--- src/rtl/sfq_xor_n.sv ---
// sfq_xor_n: synchronous behavioural model of a generalised clocked RSFQ XOR
// cell with N_IN pulse inputs and OR / AND readout modes.
//
// Parameters:
//   N_IN  number of pulse inputs (2..16)
//   MODE  readout function: 0 = XOR-annihilate, 1 = OR, 2 = AND
//   LAT   readout-to-output delay in clk cycles (1..8)
//
// Ports:
//   clk         system clock, all state updates on the rising edge
//   rst         synchronous active-high reset
//   din         data pulses, bit i high for one cycle = one pulse on input i
//   rd          readout strobe; samples and clears the internal state
//   out         result pulse, one cycle wide, LAT cycles after rd
//   out_idx     held input index accompanying out (MODE 0 only, else 0)
//   busy        high while a result of 1 is in flight in the delay line
//   collisions  saturating count of annihilation cycles (MODE 0), present
//               only when SFQ_XOR_N_COLLISION_CNT_EN is defined
module sfq_xor_n #(
  parameter int N_IN = 2,
  parameter int MODE = 0,
  parameter int LAT  = 1
) (
  input  logic                     clk,
  input  logic                     rst,
  input  logic [N_IN-1:0]          din,
  input  logic                     rd,
  output logic                     out,
  output logic [$clog2(N_IN)-1:0]  out_idx,
  output logic                     busy
`ifdef SFQ_XOR_N_COLLISION_CNT_EN
  ,
  output logic [15:0]              collisions
`endif
);

  localparam int IW = $clog2(N_IN);

  localparam logic [0:0] ST_EMPTY = 1'b0;
  localparam logic [0:0] ST_HOLD  = 1'b1;

  logic [0:0]        state, state_nx;
  logic [IW-1:0]     hidx, hidx_nx;
  logic [N_IN-1:0]   mask, mask_nx;
  logic [N_IN-1:0]   held_oh;
  logic [N_IN-1:0]   s_eff;
  logic              s_any, s_multi;
  logic [IW-1:0]     s_idx;
  logic              result;
  logic [IW-1:0]     res_idx;
  logic              enter;
  logic [IW-1:0]     enter_idx;

  // Delay line kept as packed vectors so a shift is a truncated concatenation,
  // which stays well-formed for LAT=1.
  logic [LAT-1:0]    vld;
  logic [LAT*IW-1:0] sr_idx;

  always_comb begin
    held_oh = '0;
    if (state == ST_HOLD) held_oh[hidx] = 1'b1;

    // A readout clears the state on this edge, so din lands on an empty cell.
    s_eff = rd ? din : (din | held_oh);

    s_any   = 1'b0;
    s_multi = 1'b0;
    s_idx   = '0;
    for (int unsigned i = 0; i < N_IN; i++) begin
      if (s_eff[i]) begin
        if (s_any) s_multi = 1'b1;
        s_any = 1'b1;
        s_idx = IW'(i);
      end
    end

    state_nx = ST_EMPTY;
    hidx_nx  = '0;
    if (s_any && !s_multi) begin
      state_nx = ST_HOLD;
      hidx_nx  = s_idx;
    end

    mask_nx = rd ? din : (mask | din);

    case (MODE)
      0:       result = (state == ST_HOLD);
      1:       result = |mask;
      default: result = &mask;
    endcase

    res_idx = ((MODE == 0) && (state == ST_HOLD)) ? hidx : '0;

    enter     = rd & result;
    enter_idx = enter ? res_idx : '0;
  end

  always_ff @(posedge clk) begin
    if (rst) begin
      state  <= ST_EMPTY;
      hidx   <= '0;
      mask   <= '0;
      vld    <= '0;
      sr_idx <= '0;
    end else begin
      state  <= state_nx;
      hidx   <= hidx_nx;
      mask   <= mask_nx;
      vld    <= LAT'({vld, enter});
      sr_idx <= (LAT*IW)'({sr_idx, enter_idx});
    end
  end

  assign out     = vld[LAT-1];
  assign out_idx = sr_idx[LAT*IW-1 -: IW];
  assign busy    = |vld;

`ifdef SFQ_XOR_N_COLLISION_CNT_EN
  always_ff @(posedge clk) begin
    if (rst) begin
      collisions <= '0;
    end else if ((MODE == 0) && s_multi && (collisions != 16'hFFFF)) begin
      collisions <= collisions + 16'd1;
    end
  end
`endif

endmodule

--- config.mk ---
export PLATFORM = sky130hd
export DESIGN_NAME = sfq_xor_n
export DESIGN_NICKNAME = d
export VERILOG_FILES = /design/src/rtl/sfq_xor_n.sv
export SDC_FILE = /design/constraint.sdc
export NUM_CORES = 1
export LEC_CHECK = 0
export BUFFER_PORTS_ARGS = -buffer_cell sky130_fd_sc_hd__buf_2
export CELL_PAD_IN_SITES_DETAIL_PLACEMENT = 1
export CELL_PAD_IN_SITES_GLOBAL_PLACEMENT = 2
export CORE_AREA = 2 2 39 41
export DETAILED_ROUTE_END_ITERATION = 10
export DIE_AREA = 0 0 41 43
export GPL_TIMING_DRIVEN = 0
export HOLD_SLACK_MARGIN = 0.02
export PLACE_DENSITY_LB_ADDON = 0.05
export SETUP_SLACK_MARGIN = 0.02
export SYNTH_ARGS = -nofsm -noshare
export SYNTH_HDL_FRONTEND = slang
export SYNTH_SLANG_ARGS = --single-unit
export TNS_END_PERCENT = 5
--- constraint.sdc ---
create_clock -name clk -period 0.9 [get_ports clk]
set_input_delay 0.09 -clock clk [delete_from_list [all_inputs] [get_ports clk]]
set_output_delay 0.09 -clock clk [all_outputs]
set_load 0.01 [all_outputs]
==> flow_summary.toml <==
[status]
status = "finished clean"

[critical_path]
cp_data_arrival_time_ns = 1.03
crit_type = "flip-flop to flip-flop"
cp-start-kind = "flip-flop"
reg2regPathDepth = 2
critical_path_required_ns = 1.06
r2r-start = "hidx$_SDFF_PP0_"
cp_slowest_cell = "dfxtp_1"
timing.rr.end = "result$_SDFF_PP0_"
crit_fanout = 3
slowest_delay_ns = 0.36
end_kind = "flip-flop"
rrSetupSlack_ns = 0.04
crit_chain = "mux2_4, a21oi_1"

[power]
p_sw_mw = 0.0983
p_leak_nw = 0.120
clkPwrFrac = 0.475
ir_worst_vdd_mv = 0.496
seqPwrFrac = 0.409
p_int_mw = 0.368
cellPowerDensity_mw_per_mm2 = 1770
pwr-share-comb = 0.116
swShare = 0.211

[route]
num_vias = 157
totalWireLength_um = 355
first_iter_violations = 0
ant_nets = 0
drc = 0
drt-pass1-iter-count = 1
wl_per_cell_um = 8.45
routed_via_density = 3.74

[timing]
hold_viol_final = 0
relSlewSlack = 0.861
worst_slew_pin_slew_ns = 0.206
fin_hold_ws_ns = 0.0541
fin_crit_sh = 0.958
finClkSkew_ns = 0.00495
slew_violations = 0
setup_viol = 0
fmax_mhz = 1160
rsz0062_at_grt = "yes"
min_period_ns = 0.862
finalSetupTns_ns = 0

[layout]
diodes = 0
drive_gt1_frac = 0.692
fin_util = 0.190
fillCellCount = 158
fin_cells = 42
syn2layout_area_growth_pct = 55.6
fin_nets = 33

[synthesis]
synth_top_area_cell = "dfxtp_1"
synth_area_per_cell_sq_um = 11.3
synthDistinctLibCells = 11
ys_seq_area_frac = 0.474
syn_area_sq_um = 169
ys_warn_count = 0
synth_cells = 15
synth_fp_nets = 20
synth-seq-cells = 4
yosysTopAreaCellShare = 0.474
synthTopCellsByArea = "dfxtp_1 47%, mux2_4 8.9%, nor2b_4 8.1%"

[min_path]
hold_depth = 2
min_from = "rst"
hold-path-endpoint = "hidx$_SDFF_PP0_"
hold_class = "input port to flip-flop"

[global_routing]
antenna_found_initial = 0
grt_pass1_wl_um = 503
grt.busiest_layer = "met4"
use_met1 = 0.0351
grt_overflow = 0
grt_pass1_vias = 144
met2_usage = 0.0625
met3_usage = 0.0524
track_usage = 0.0531
grt_start_max_net_pins = 5

[floorplanning]
initial_core_util = 0.122
die_area_sq_mm = 0.00176
die_h_um = 43
ios = 8
die_w_um = 41
core_sq_mm = 0.00138
rows = 14

[flow_run]
cap_violations = 0

[clock_network]
insertion_delay_ns = 0.23
clockRootBuffer = "clkbuf_4"
htreeDepth = 1
cts_max_path_buffers = 2
cts_hold_buf = 0
cts-buffers-inserted = 3
cts_tree = "built"
clk_pin_slew_ns = 0.04
cts.sinks = 4

[placed_design]
hpwl_um = 287
gp_congestion = 0.587
dp.cells = 38
numPortBuffers = 7
[cell type report]
type / instances / area (sq um) / share of cell area
buffer: 1 / 7.51 / 0.0286
clock buffer: 3 / 22.5 / 0.0857
multi-input combinational: 10 / 81.3 / 0.310
tap: 16 / 20.0 / 0.0762
timing repair buffer: 8 / 48.8 / 0.186
sequential: 4 / 82.6 / 0.314
[power by group through the flow]
stage | Clock (mW) | Sequential [mW] | Combinational [mW]
after floorplan | 0 | 0.193 | 0.0257
after global routing | 0.245 | 0.191 | 0.0597
after CTS | 0.233 | 0.191 | 0.0480
after global placement | 0 | 0.193 | 0.0485
after detailed placement | 0 | 0.193 | 0.0479
final | 0.221 | 0.191 | 0.0541
[cell usage in the layout (no fill, tap or decap)]
cell,netlist,layout
mux2_4,1,1
nand2_1,1,1
buf_4,1,2
and2_2,1,1
dfxtp_2,0,2
a21oi_1,2,2
clkbuf_4,0,3
buf_6,0,1
o31ai_1,1,1
mux2i_1,1,1
nor3_2,1,1
dfxtp_1,4,2
buf_2,0,6
nor2b_4,1,1
nor2_1,1,1
[cell usage after synthesis]
master	n
mux2i_1	1
mux2_4	1
nor3_2	1
buf_4	1
nor2b_4	1
a21oi_1	2
o31ai_1	1
nor2_1	1
and2_2	1
dfxtp_1	4
nand2_1	1
[logic make-up after synthesis]
logic type             after synthesis  share of synthesized area
buffers and inverters                1                     0.0445
multiplexers                         2                      0.148
AND/OR/NAND/NOR                      5                      0.230
AO/OA/AOI/OAI                        3                      0.104
flip-flops                           4                      0.474
[per-stage QoR]
stage          setup slack [ns]  power (mW)  instance area [sq um]
3_3_place_gp             0.0131       0.241                    224
6_report                 0.0377       0.466                    263
3_5_place_dp             0.0210       0.241                    224
4_1_cts                  0.0243       0.472                    248
2_1_floorplan            0.0773       0.219                    169
5_1_grt                -0.00634       0.495                    263
[how the worst max path moves through the flow]
stage                      startpoint                end  slack, ns
floorplan           result$_SDFF_PP0_    hidx$_SDFF_PP0_       0.08
global placement    result$_SDFF_PP0_    hidx$_SDFF_PP0_       0.01
detailed placement  result$_SDFF_PP0_    hidx$_SDFF_PP0_       0.02
CTS                   hidx$_SDFF_PP0_  result$_SDFF_PP0_       0.02
global route        result$_SDFF_PP0_    hidx$_SDFF_PP0_     -0.006
finish                hidx$_SDFF_PP0_  result$_SDFF_PP0_       0.04
[layer usage]
| metal | routed length (um) | share of wire |
|---|---|---|
| met5 | 0 | 0 |
| met2 | 163 | 0.46 |
| met3 | 45 | 0.13 |
| met1 | 126 | 0.35 |
| met4 | 19 | 0.054 |
[critical path, delay by kind of cell, from the launching register on]
family | cells | cell delay, ns
flops | 1 | 0.36
compound gates | 1 | 0.12
mux | 1 | 0.31
[timing repair]
action                     CTS  global route
pin swaps                    0             0
setup buffers                0             1
resized for setup            1             3
gates cloned                 0             0
setup endpoints to repair    1             3
[flip-flops by register name (all words and copies together), names as in the netlist]
signal / flops
out_idx: 1
result: 1
hidx: 1
busy: 1
Note: power is estimated with default switching activity, not from simulation.
